## config.mk

```make
export PLATFORM = sky130hd
export DESIGN_NAME = psimd_fflags_ctrl
export DESIGN_NICKNAME = d
export VERILOG_FILES = /design/src/rtl/psimd_fflags_ctrl.sv
export SDC_FILE = /design/constraint.sdc
export NUM_CORES = 1
export LEC_CHECK = 0
export CORE_MARGIN = 1
export CORE_UTILIZATION = 36
export CTS_CLUSTER_DIAMETER = 120
export DETAILED_ROUTE_END_ITERATION = 10
export PLACE_DENSITY = 0.89
export SYNTH_ARGS = -nofsm -noshare
export SYNTH_HDL_FRONTEND = slang
export SYNTH_SLANG_ARGS = --single-unit
```

## constraint.sdc

```tcl
create_clock -name clk -period 1.7 [get_ports clk]
set_input_delay 0.34 -clock clk [delete_from_list [all_inputs] [get_ports clk]]
set_output_delay 0.34 -clock clk [all_outputs]
set_load 0.01 [all_outputs]
```

## src/rtl/psimd_fflags_ctrl.sv

```systemverilog
// Sticky FP status controller for the 4-lane PSIMD DLFloat datapath.
// Optional per-lane sticky history is built when PSIMD_FFLAGS_LANE_HIST_EN is defined.
module psimd_fflags_ctrl #(
    parameter int LANES  = 4,
    parameter int NFLAGS = 5
) (
    input  logic                      clk,
    input  logic                      rst_n,
    input  logic                      res_valid,
    output logic                      res_ready,
    input  logic [LANES-1:0]          lane_mask,
    input  logic [LANES-1:0]          invalid,
    input  logic [LANES-1:0]          div_by_zero,
    input  logic [LANES-1:0]          overflow,
    input  logic [LANES-1:0]          underflow,
    input  logic [LANES-1:0]          inexact,
    input  logic [NFLAGS-1:0]         trap_en,
    input  logic                      csr_req,
    input  logic [1:0]                csr_op,
    input  logic [NFLAGS-1:0]         csr_wdata,
    output logic                      csr_ack,
    output logic [NFLAGS-1:0]         csr_rdata,
    output logic [NFLAGS-1:0]         fflags,
    output logic                      trap_req,
    output logic [2:0]                trap_cause,
    output logic [1:0]                trap_lane,
    input  logic                      trap_ack,
    output logic [7:0]                trap_cnt,
    output logic [LANES*NFLAGS-1:0]   lane_flags
);

    typedef enum logic [0:0] {S_RUN, S_TRAP} state_t;

    localparam logic [1:0] OP_READ  = 2'b00;
    localparam logic [1:0] OP_WRITE = 2'b01;
    localparam logic [1:0] OP_SET   = 2'b10;

    // Highest set flag index; NV (bit 4) has top priority.
    function automatic logic [2:0] prio_idx(input logic [NFLAGS-1:0] v);
        logic [2:0] idx;
        idx = 3'd0;
        for (int i = 0; i < NFLAGS; i++) begin
            if (v[i]) idx = 3'(i);
        end
        return idx;
    endfunction

    function automatic logic [1:0] low_lane(input logic [LANES-1:0][NFLAGS-1:0] f,
                                            input logic [2:0] b);
        logic [1:0] l;
        l = 2'd0;
        for (int i = LANES - 1; i >= 0; i--) begin
            if (f[i][b]) l = 2'(i);
        end
        return l;
    endfunction

    function automatic logic [NFLAGS-1:0] csr_apply(input logic [NFLAGS-1:0] cur,
                                                    input logic [1:0] op,
                                                    input logic [NFLAGS-1:0] wd);
        logic [NFLAGS-1:0] r;
        case (op)
            OP_READ:  r = cur;
            OP_WRITE: r = wd;
            OP_SET:   r = cur | wd;
            default:  r = cur & ~wd;
        endcase
        return r;
    endfunction

    state_t                        state_q, state_d;
    logic                          res_ready_q, res_ready_d;
    logic                          trap_req_q, trap_req_d;
    logic [2:0]                    trap_cause_q, trap_cause_d;
    logic [1:0]                    trap_lane_q, trap_lane_d;
    logic [7:0]                    trap_cnt_q, trap_cnt_d;
    logic [NFLAGS-1:0]             fflags_q, fflags_d;
    logic                          csr_ack_q, csr_ack_d;
    logic [NFLAGS-1:0]             csr_rdata_q, csr_rdata_d;

    logic [LANES-1:0][NFLAGS-1:0]  lf;
    logic [NFLAGS-1:0]             beat_or;
    logic [NFLAGS-1:0]             beat_trap;
    logic                          accept;
    logic                          csr_sample;

    always_comb begin
        beat_or = '0;
        for (int i = 0; i < LANES; i++) begin
            lf[i] = lane_mask[i] ? {invalid[i], div_by_zero[i], overflow[i],
                                    underflow[i], inexact[i]} : '0;
            beat_or = beat_or | lf[i];
        end
    end

    assign accept     = res_valid && res_ready_q;
    assign beat_trap  = beat_or & trap_en;
    // A request still high during its ack cycle must not be taken twice.
    assign csr_sample = csr_req && !csr_ack_q;

    always_comb begin
        state_d      = state_q;
        res_ready_d  = res_ready_q;
        trap_req_d   = trap_req_q;
        trap_cause_d = trap_cause_q;
        trap_lane_d  = trap_lane_q;
        trap_cnt_d   = trap_cnt_q;
        csr_ack_d    = csr_sample;
        csr_rdata_d  = csr_sample ? fflags_q : csr_rdata_q;

        // CSR op first, then beat flags, so a clear never drops same-cycle flags.
        fflags_d = csr_sample ? csr_apply(fflags_q, csr_op, csr_wdata) : fflags_q;
        if (accept) fflags_d = fflags_d | beat_or;

        case (state_q)
            S_RUN: begin
                if (accept && (beat_trap != '0)) begin
                    state_d      = S_TRAP;
                    res_ready_d  = 1'b0;
                    trap_req_d   = 1'b1;
                    trap_cause_d = prio_idx(beat_trap);
                    trap_lane_d  = low_lane(lf, prio_idx(beat_trap));
                end
            end
            default: begin
                if (trap_ack) begin
                    state_d     = S_RUN;
                    res_ready_d = 1'b1;
                    trap_req_d  = 1'b0;
                    if (trap_cnt_q != 8'hFF) trap_cnt_d = trap_cnt_q + 8'd1;
                end
            end
        endcase
    end

    always_ff @(posedge clk) begin
        if (!rst_n) begin
            state_q      <= S_RUN;
            res_ready_q  <= 1'b1;
            trap_req_q   <= 1'b0;
            trap_cause_q <= '0;
            trap_lane_q  <= '0;
            trap_cnt_q   <= '0;
            fflags_q     <= '0;
            csr_ack_q    <= 1'b0;
            csr_rdata_q  <= '0;
        end else begin
            state_q      <= state_d;
            res_ready_q  <= res_ready_d;
            trap_req_q   <= trap_req_d;
            trap_cause_q <= trap_cause_d;
            trap_lane_q  <= trap_lane_d;
            trap_cnt_q   <= trap_cnt_d;
            fflags_q     <= fflags_d;
            csr_ack_q    <= csr_ack_d;
            csr_rdata_q  <= csr_rdata_d;
        end
    end

`ifdef PSIMD_FFLAGS_LANE_HIST_EN
    logic [LANES-1:0][NFLAGS-1:0]  lane_q, lane_d;
    logic [NFLAGS-1:0]             lane_clr;

    // Write and clear both have op bit 0 set; they scrub the same bits per lane.
    assign lane_clr = (csr_sample && csr_op[0]) ? csr_wdata : '0;

    always_comb begin
        for (int i = 0; i < LANES; i++) begin
            lane_d[i] = lane_q[i] & ~lane_clr;
            if (accept) lane_d[i] = lane_d[i] | lf[i];
        end
    end

    always_ff @(posedge clk) begin
        if (!rst_n) lane_q <= '0;
        else        lane_q <= lane_d;
    end

    assign lane_flags = lane_q;
`else
    assign lane_flags = '0;
`endif

    assign res_ready  = res_ready_q;
    assign trap_req   = trap_req_q;
    assign trap_cause = trap_cause_q;
    assign trap_lane  = trap_lane_q;
    assign trap_cnt   = trap_cnt_q;
    assign fflags     = fflags_q;
    assign csr_ack    = csr_ack_q;
    assign csr_rdata  = csr_rdata_q;

endmodule

```

==> summary.md <==
| Metric | Value |
|---|---|
| Final min period | `1.66 ns` |
| Ordered list of cells on the worst path | `clkdlybuf4s15_1 > a22o_4 > o21a_4 > buf_4 > a21oi_2 > o22ai_1 > a211o_1 > a32oi_1` |
| Initial Util | `38.1%` |
| Reg area | `541 um2` |
| Final GP Congestion | `0.935` |
| Clk slew on worst S/H paths | `0.10 ns` |
| Worst-case vdd ir drop | `0.000585 V` |
| Layout area overhead | `62.7%` |
| RR Startpoint | `trap_cnt[3]` |
| Routed WL per cell | `14.2 um` |
| Hold_buf cts | `0` |
| Slowest CP cell | `a22o_4` |
| Hold_sp | `csr_rdata[0]` |
| CP delay by family, top | `compound AO/OA/AOI/OAI gates` |
| Pwr/cell area | `615 nW/um2` |
| Max Cap Viol | `0` |
| Drt first-iter violations | `132` |
| Met2 routed WL | `2600 um` |
| WHS | `0.466 ns` |
| Placed Area | `2590 um2` |
| Total CTS buffers | `3` |
| First-pass GRT wire length | `8020 um` |
| Synth cell types | `49` |
| Final Hold Fails | `0` |
| Vias in the first global route | `1817` |
| Dpl hpwl | `3850 um` |
| CORE AREA | `4440 um2` |
| Synthesis-stage register bit count | `27` |
| Post-Route Setup TNS | `0 ns` |
| Top FF cell, synth | `dfxtp_1` |
| Final WL | `5140 um` |
| Final setup vio count | `0` |
| Routed vias | `1877` |
| WL met1 | `2160 um` |
| Fillers | `379` |
| Fin. max-slew vios | `0` |
| CP Buf/Inv Count | `2` |
| Max-slew headroom | `66.2%` |
| Synth Instances | `207` |
| Worst skew pair latency | `0.27 ns` |
| WS Path Type | `in2reg` |
| Rows | `24` |
| Leak | `1.18 nW` |
| TritonCTS clock tree | `yes` |
| Worst min-delay path class | `reg2reg` |
| Seq/Total Area, Yosys | `31.9%` |
| Ys async rst share | `0%` |
| CP Data Required Time | `1.90 ns` |
| Layout cells sized above 1 | `26.1%` |
| Fmax | `0.602 GHz` |
| Status | `finished, violations left` |
| CTS Sinks | `27` |
| Via density | `5.19` |
| Syn Area/Cell | `8.18 um2` |
| Die H | `70.6 um` |
| Post-Syn Area | `1690 um2` |
| H-Tree Level Count | `1` |
| Routed wl met3 | `320 um` |
| Total chip power | `0.00170 W` |
| GRT Overall Usage | `19.8%` |
| CP Capture Type | `register` |
| Final net count | `353` |
| Final ANT Viol Nets | `0` |
| Clk root buf | `clkbuf_8` |
| Fin area | `2760 um2` |
| Port bufs | `66` |
| Critical path startpoint category | `input pin` |
| Die ar. | `4980 um2` |
| Final clock skew | `0.00270 ns` |
| Antenna violations before repair | `0` |
| Yosys synthesis warning count | `0` |
| Total grt overflow | `0` |
| Post-synth EDFFs | `0` |
| DR pass1 iterations | `8` |
| Top Layer Used | `met4` |
| Failing checks | `design-rule violations` |
| I/O pin total | `87` |
| Worst-path fanout max | `4` |
| Area of the multi-input gates | `1160 um2` |
| Pin count of the biggest net entering global routing | `25` |
| Measured slew at the worst slew-check pin | `0.506 ns` |
| Die width | `70.6 um` |
| N_diodes | `0` |
| CP arrival | `1.86 ns` |
| Max Root-Sink Buffers | `2` |
| Setup crit start | `div_by_zero[0]` |
| # DRC | `12` |
| Critical Path Max Stage Delay | `0.30 ns` |
| Fin crit share | `97.7%` |
## per-layer routing
metal,vias to the layer above,global-route usage [%]
met5,-,0
met1,883,24.7
met2,69,36.2
met3,8,3.56
li1,917,-
met4,0,3.33
## cells by family (layout without fill, tap and decap cells)
family | count (synthesis) | count (layout) | share of synthesized area, %
and+or+nand+nor | 71 | 71 | 19.2
xor gates and xnor gates | 8 | 8 | 4.14
buffers and inverters | 29 | 113 | 11.3
adders and majority gates | 1 | 1 | 0.738
AOI/OAI and AO/OA | 64 | 64 | 28.7
other | 1 | 20 | 0.221
DFF | 27 | 27 | 31.9
muxes | 6 | 6 | 3.84
## repair_timing
action	CTS	global route
endpoints found under the setup margin	8	6
pin swaps	15	20
setup buffers	2	1
gates cloned	0	0
gates resized for setup	48	24
## cell usage after synthesis, types with 3 or more instances
library cell,count,area [um2]
inv_1,3,11.3
nor2_1,17,63.8
dfxtp_1,27,541
mux2_2,4,45.0
xor2_1,7,61.3
o21ai_0,3,15.0
buf_4,20,150
a22o_2,3,30.0
nand2_1,31,116
o211ai_1,4,30.0
nand3_1,9,45.0
clkbuf_1,4,15.0
a22oi_1,8,60.1
a221oi_1,4,35.0
a21oi_1,17,85.1
## worst reg2reg max path, stage by stage (launching register included)
cell and delay (ns):
dfxtp_1 0.41, and4_1 0.29, a41oi_2 0.14, and3_1 0.23, nand4_1 0.11, xor2_1 0.16
nor2_1 0.06
## power breakdown
group / total (W) / switching, W / internal (W) / leakage (nW)
Combinational: 0.000615 / 0.000284 / 0.000332 / 0.941
Clock: 0.000374 / 0.000207 / 0.000166 / 0.0217
Sequential: 0.000707 / 0.0000329 / 0.000674 / 0.221
Total: 0.00170 / 0.000524 / 0.00117 / 1.18
## cell type report
class                           count  area share, %
Multi-Input combinational cell    170           41.9
Sequential cell                    27           19.6
Tap cell                           52           2.36
Inverter                            3          0.409
Clock inverter                      1          0.272
Clock buffer                        3           1.50
Timing Repair Buffer              106           33.9
## cell usage in the layout, fill, tap and decap left out, drive strengths merged, types with 7 or more instances in the layout
| master | instances |
|---|---|
| buf | 44 |
| nand2 | 31 |
| clkdlybuf4s50 | 38 |
| dfxtp | 27 |
| xor2 | 7 |
| nor2 | 17 |
| a21oi | 19 |
| nand3 | 9 |
| a22oi | 8 |
| conb | 20 |
| dlygate4sd2 | 17 |
## flip-flops by register name, indices dropped and copies added (netlist names)
| register | count |
|---|---|
| csr_rdata | 5 |
| trap_cnt | 8 |
| res_ready | 1 |
| state_q | 1 |
| trap_req | 1 |
| fflags | 5 |
| csr_ack | 1 |
| trap_lane | 2 |
| trap_cause | 3 |
## through the flow
stage / std cells / util (%) / worst slack, ns
after floorplan: 226 / - / 0.0733
after detailed placement: 355 / 58.2 / -0.693
final: 362 / 62.0 / 0.0395
after CTS: 361 / 60.8 / -0.00657
after global placement: 355 / 58.2 / -0.692
after global routing: 362 / 62.0 / -0.0271
## final timing paths
kind,end,slack (ns),cells after the start
worst max-delay path,trap_lane[0],0.04,8
worst min-delay path,csr_rdata[0],0.47,2
worst max register to register,trap_cnt[5],0.19,6
worst min register to register,csr_rdata[0],0.47,2
No activity file was read; power rests on OpenSTA's default activity.
